--- config.mk ---
export PLATFORM = sky130hd
export DESIGN_NAME = raster_compositor
export DESIGN_NICKNAME = d
export VERILOG_FILES = /design/src/rtl/vga_pkg.sv /design/src/rtl/layer_priority_mux.sv /design/src/rtl/raster_compositor.sv
export SDC_FILE = /design/constraint.sdc
export NUM_CORES = 1
export LEC_CHECK = 0
export BUFFER_PORTS_ARGS = -buffer_cell sky130_fd_sc_hd__buf_2
export CELL_PAD_IN_SITES_DETAIL_PLACEMENT = 0
export CELL_PAD_IN_SITES_GLOBAL_PLACEMENT = 1
export CORE_MARGIN = 1.5
export CORE_UTILIZATION = 40
export CTS_BUF_LIST = sky130_fd_sc_hd__clkbuf_4
export CTS_CLUSTER_SIZE = 10
export DETAILED_ROUTE_END_ITERATION = 6
export GPL_TIMING_DRIVEN = 0
export HOLD_SLACK_MARGIN = 0.08
export PLACE_DENSITY_LB_ADDON = 0.3
export SYNTH_ARGS = -nofsm -noshare
export SYNTH_HDL_FRONTEND = slang
export SYNTH_SLANG_ARGS = --single-unit
--- constraint.sdc ---
create_clock -name clk -period 2.9 [get_ports clk]
set_input_delay 0.145 -clock clk [delete_from_list [all_inputs] [get_ports clk]]
set_output_delay 0.145 -clock clk [all_outputs]
set_load 0.02 [all_outputs]
--- src/rtl/vga_pkg.sv ---
// Shared VGA-path constants: default frame geometry, colour width,
// the transparent colour code and a small named palette.
package vga_pkg;

  localparam int DEF_H_ACTIVE = 640;
  localparam int DEF_V_ACTIVE = 480;
  localparam int DEF_COLOR_W  = 3;

  // A layer showing this colour code lets lower-priority layers through.
  localparam int TRANSPARENT  = 0;

  localparam logic [DEF_COLOR_W-1:0] COLOR_BLACK   = 3'd0;
  localparam logic [DEF_COLOR_W-1:0] COLOR_BLUE    = 3'd1;
  localparam logic [DEF_COLOR_W-1:0] COLOR_GREEN   = 3'd2;
  localparam logic [DEF_COLOR_W-1:0] COLOR_CYAN    = 3'd3;
  localparam logic [DEF_COLOR_W-1:0] COLOR_RED     = 3'd4;
  localparam logic [DEF_COLOR_W-1:0] COLOR_MAGENTA = 3'd5;
  localparam logic [DEF_COLOR_W-1:0] COLOR_YELLOW  = 3'd6;
  localparam logic [DEF_COLOR_W-1:0] COLOR_WHITE   = 3'd7;

endpackage

--- src/rtl/layer_priority_mux.sv ---
// Combinational priority select over NUM_LAYERS colour inputs.
// Layer 0 has the highest priority. A layer participates only when its
// enable bit is set and its colour is not TRANSPARENT; with no candidate
// the background colour is returned.
//   layer_color  in  NUM_LAYERS*COLOR_W  layer i at [i*COLOR_W +: COLOR_W]
//   layer_en     in  NUM_LAYERS          per-layer enable
//   color        out COLOR_W             winning colour
module layer_priority_mux
  import vga_pkg::*;
#(
  parameter int                 NUM_LAYERS = 4,
  parameter int                 COLOR_W    = DEF_COLOR_W,
  parameter logic [COLOR_W-1:0] BG_COLOR   = '0
) (
  input  logic [NUM_LAYERS*COLOR_W-1:0] layer_color,
  input  logic [NUM_LAYERS-1:0]         layer_en,
  output logic [COLOR_W-1:0]            color
);

  logic found;

  always_comb begin
    color = BG_COLOR;
    found = 1'b0;
    for (int unsigned i = 0; i < NUM_LAYERS; i++) begin
      if (!found && layer_en[i] &&
          layer_color[i*COLOR_W +: COLOR_W] != COLOR_W'(TRANSPARENT)) begin
        color = layer_color[i*COLOR_W +: COLOR_W];
        found = 1'b1;
      end
    end
  end

endmodule

--- src/rtl/raster_compositor.sv ---
// Raster scan generator with an N-layer priority compositor.
// Walks the active frame in raster order, presents pixel_x/pixel_y to the
// layer generators, and pushes {color, addr, sof, eol} beats through a
// single registered output stage with a valid/ready handshake.
//   clk, rst     clock; synchronous active-high reset
//   enable       scanner may issue new pixels
//   layer_color  per-layer colours for the current pixel_x/pixel_y
//   layer_en     per-layer enables
//   pixel_x/y    current scan position (registered)
//   out_valid/out_ready  output handshake
//   out_color/out_addr/out_sof/out_eol  output beat
//   frame_count  completed frames, wraps at 2**16
module raster_compositor
  import vga_pkg::*;
#(
  parameter int                 H_ACTIVE   = DEF_H_ACTIVE,
  parameter int                 V_ACTIVE   = DEF_V_ACTIVE,
  parameter int                 NUM_LAYERS = 4,
  parameter int                 COLOR_W    = DEF_COLOR_W,
  parameter logic [COLOR_W-1:0] BG_COLOR   = '0,
  parameter int                 COORD_W    = 16,
  parameter int                 ADDR_W     = 19
) (
  input  logic                          clk,
  input  logic                          rst,
  input  logic                          enable,
  input  logic [NUM_LAYERS*COLOR_W-1:0] layer_color,
  input  logic [NUM_LAYERS-1:0]         layer_en,
  output logic [COORD_W-1:0]            pixel_x,
  output logic [COORD_W-1:0]            pixel_y,
  output logic                          out_valid,
  input  logic                          out_ready,
  output logic [COLOR_W-1:0]            out_color,
  output logic [ADDR_W-1:0]             out_addr,
  output logic                          out_sof,
  output logic                          out_eol,
  output logic [15:0]                   frame_count
);

  localparam logic [COORD_W-1:0] X_LAST    = COORD_W'(H_ACTIVE - 1);
  localparam logic [COORD_W-1:0] Y_LAST    = COORD_W'(V_ACTIVE - 1);
  localparam logic [ADDR_W-1:0]  ADDR_LAST = ADDR_W'(H_ACTIVE * V_ACTIVE - 1);

  logic [ADDR_W-1:0]  addr;
  logic [COLOR_W-1:0] mux_color;
  logic               issue;

  layer_priority_mux #(
    .NUM_LAYERS (NUM_LAYERS),
    .COLOR_W    (COLOR_W),
    .BG_COLOR   (BG_COLOR)
  ) u_mux (
    .layer_color (layer_color),
    .layer_en    (layer_en),
    .color       (mux_color)
  );

  // A new beat may enter the output stage when it is empty or being drained
  // this very cycle, which gives back-to-back beats with out_ready high.
  assign issue = enable && (!out_valid || out_ready);

  always_ff @(posedge clk) begin
    if (rst) begin
      pixel_x     <= '0;
      pixel_y     <= '0;
      addr        <= '0;
      out_valid   <= 1'b0;
      out_color   <= '0;
      out_addr    <= '0;
      out_sof     <= 1'b0;
      out_eol     <= 1'b0;
      frame_count <= '0;
    end else begin
      if (out_valid && out_ready && out_addr == ADDR_LAST)
        frame_count <= frame_count + 16'd1;

      if (issue) begin
        out_valid <= 1'b1;
        out_color <= mux_color;
        out_addr  <= addr;
        out_sof   <= (addr == '0);
        out_eol   <= (pixel_x == X_LAST);

        // Linear address tracks the scan position incrementally and wraps
        // with it on the last pixel of the frame.
        if (pixel_x == X_LAST) begin
          pixel_x <= '0;
          if (pixel_y == Y_LAST) begin
            pixel_y <= '0;
            addr    <= '0;
          end else begin
            pixel_y <= pixel_y + COORD_W'(1);
            addr    <= addr + ADDR_W'(1);
          end
        end else begin
          pixel_x <= pixel_x + COORD_W'(1);
          addr    <= addr + ADDR_W'(1);
        end
      end else if (out_ready) begin
        out_valid <= 1'b0;
      end
    end
  end

endmodule

==> flow_summary_export.csv <==
group,metric,value,unit
placement,dp_slack,0.204,ns
pwr,power.internal,1590,µW
pwr,clkPwrFrac,0.318,
setup_path,critical_path.startpoint_type,"register",
floorplanning,std_cell_rows,37,
synth,synthArstFlopShare,0,
floorplanning,dieArea,11100,µm²
clocking,cts_tree,"done",
pwr,p_comb_frac,0.073,
pwr,finalPower,2120,µW
detailed_routing,via_count,3960,
setup_path,critical_path_class,"reg2reg",
setup_path,crit_required,3.25,ns
pwr,peakVddDrop,0.192,mV
clocking,cts_buffer_depth,2,
setup_path,cp_slowest_cell,"nand4_1",
global_routing,grt_first_pass_wirelength,17900,µm
sta,finClkSkew,0.0157,ns
synth,yosysSeqAreaShare,0.439,
global_routing,grt_max_degree,14,
synth,synth_top_area_share,0.439,
layout,drive_gt1_frac,0.178,
global_routing,grt_overflow_total,0,
sta,worst_slew_pin_slew,1.13,ns
detailed_routing,avgRoutedWirePerCell,14.3,µm
sta,slew_violations,0,
sta,slew_headroom,0.237,
placement,gp_congestion,0.833,
setup_path,cp_max_fo,10,
synth,synth_flop_cell,"dfxtp_1",
detailed_routing,drt_iter0_drc,144,
placement,dp_cells,736,
global_routing,grt_util_met3,0.0458,
synth,synthesis.nets,534,
synth,ys_types,42,
outcome,outcome,"finished clean",
synth,synth_seq_cells,92,
setup_path,cp-end-kind,"register",
floorplanning,die_y,105,µm
pwr,pwr_density_cell,421,nW/µm²
sta,clock.fmax,0.369,GHz
detailed_routing,drtPass1Iterations,5,
pwr,p_switching,529,µW
clocking,clockRootBuffer,"clkbuf_4",
clocking,clock_sinks,92,
setup_path,cpPeakStageDelay,0.46,ns
sta,setup_viol,0,
floorplanning,coreArea,10200,µm²
floorplanning,start_util,0.410,
clocking,insertion_delay,0.45,ns
clocking,clk_pin_slew,0.13,ns
setup_path,path_cells,"ha_1 -> nor4bb_1 -> nand4_1 -> o21ai_4 -> o21a_1 -> buf_4 -> nor2_1",
placement,port_buffers,91,
pwr,leakagePower,0.00203,µW
hold_path,hold_class,"in2reg",
detailed_routing,drtAntennaViolNets,0,
placement,dpl.hpwl,7940,µm
clocking,cts_made_buffers,9,
synth,synthesis.area,4190,µm²
layout,areaGrowthSynthToFinish,19.9,%
synth,synth_edf_count,0,
detailed_routing,avgViaCountPerCell,5.22,
floorplanning,die_x,105,µm
sta,layout_min_cycle_time,2.71,ns
synth,syn_area_per_cell,8.24,µm²
global_routing,antenna_found_initial,1,
global_routing,grt_usage,0.202,
synth,ys_top_cells_by_area,"dfxtp_1 44%, xor2_1 7.5%, nand2_1 6.8%, nor2_1 6.1%, a21oi_1 4.2%",
sta,worst_slack,0.193,ns
global_routing,grt_util_met1,0.275,
layout,mostFrequentLayoutCells,"92 x buf_2, 92 x dfxtp_1, 76 x nand2_1, 68 x nor2_1, 36 x xor2_1",
layout,design_area,5030,µm²
sta,fin_hold_ws,0.265,ns
clocking,cts_max_level,3,
detailed_routing,drc,0,
sta,post-route-period-util,0.933,
setup_path,cp.arrival,3.06,ns
global_routing,grt_busiest_layer,"met2",
synth,yosys_warnings,0,
setup_path,cp_num_buf_inv,1,
global_routing,grt_pass1_vias,3613,
synth,synthCells,509,
layout,final.fill_count,1057,
global_routing,use_met2,0.319,
setup_path,path_delay_family,"simple AND/OR/NAND/NOR gates",
synth,yosys.area.top_type,"dfxtp_1",
pwr,seqPwrFrac,0.609,
layout,final_nets,644,
sta,timing_hold_violations_final,0,
placement,place_area,4820,µm²
detailed_routing,routed_wl,10800,µm
clocking,cts_setup_buffers,0,
job,maxCapViolCount,0,
pwr,swShare,0.250,
floorplanning,pin_count,93,
layout,final_cells,759,
## sequential cells by signal (all words and copies together), names as in the netlist
signal	flops
out_addr	19
out_valid	1
out_color	3
out_sof	1
out_eol	1
frame_count	16
pixel_y	16
addr	19
pixel_x	16
## stage by stage
stage,util,TNS (ns)
after detailed placement,0.471,0
after global placement,0.471,0
after floorplan,-,0
after global routing,0.492,-0.00479
final,0.492,0
after CTS,0.490,0
## power groups by stage
| stage | combinational, µW | sequential, µW | clock, µW |
|---|---|---|---|
| 2_1_floorplan | 73.1 | 1330 | 0 |
| 3_3_place_gp | 143 | 1320 | 0 |
| 3_5_place_dp | 145 | 1320 | 0 |
| 4_1_cts | 155 | 1290 | 692 |
| 5_1_grt | 173 | 1290 | 748 |
| 6_report | 155 | 1290 | 673 |
## path summary, 6_finish.rpt
path         slack (ns)                     from                  endpoint  depth (start not counted)
min                0.26                out_ready    out_valid$_SDFFE_PP0P_                          3
max                0.19  pixel_x[0]$_SDFFE_PP0P_  pixel_y[14]$_SDFFE_PP0P_                          7
min reg2reg        0.46     out_sof$_SDFFE_PP0P_      out_sof$_SDFFE_PP0P_                          2
max reg2reg        0.19  pixel_x[0]$_SDFFE_PP0P_  pixel_y[14]$_SDFFE_PP0P_                          7
## worst register-to-register path, delay by kind of cell, from the launching register on
kind,cells,cell delay (ns)
AOI/OAI and AO/OA,2,0.77
adders and majority gates,1,0.26
buffers and inverters,1,0.26
DFF,1,0.43
and+or+nand+nor,3,0.88
## cell type report
cell class | count | area, µm² | share of cell area
tap | 136 | 170 | 0.0338
timing repair buffer | 99 | 536 | 0.106
multi-input combinational | 388 | 2240 | 0.446
clock buffer | 10 | 75.1 | 0.0149
clock inverter | 4 | 42.5 | 0.00846
antenna | 1 | 2.50 | 0.000498
sequential | 92 | 1840 | 0.366
buffer | 21 | 88.8 | 0.0177
inverter | 8 | 30.0 | 0.00597
## layer usage
layer	share of wire	routed length, µm	vias up
met5	0	0	-
met4	0.013	146	0
li1	-	-	2012
met2	0.45	4850	92
met3	0.048	519	10
met1	0.49	5330	1846
## synth_stat cells (all sizes together) (2+ instances only)
library cell / number
or4: 5
and4: 12
buf: 4
or3: 3
o31ai: 3
a31oi: 2
nor4: 8
clkbuf: 17
xnor2: 17
o32ai: 2
nor3b: 3
inv: 8
nor3: 12
nand4b: 3
nor4bb: 2
xor2: 36
ha: 5
and3: 11
nand4: 28
nor2: 68
nand3: 31
a21oi: 35
nand2: 77
o21ai: 9
nor4b: 5
dfxtp: 92
## cells by family after synthesis
| kind of cell | Yosys count | synth area share |
|---|---|---|
| and+or+nand+nor | 272 | 0.327 |
| muxes | 1 | 0.00239 |
| AOI/OAI and AO/OA | 57 | 0.0776 |
| xor gates and xnor gates | 53 | 0.111 |
| adders and majority gates | 5 | 0.0149 |
| DFF | 92 | 0.439 |
| buffers and inverters | 29 | 0.0280 |
## what timing repair did
item	4_1_cts	5_1_grt
gates resized for setup	0	3
endpoints found under the hold margin	4	0
setup endpoints to repair	0	17
hold buffers	8	0
Note: power is estimated with default switching activity, not from simulation.
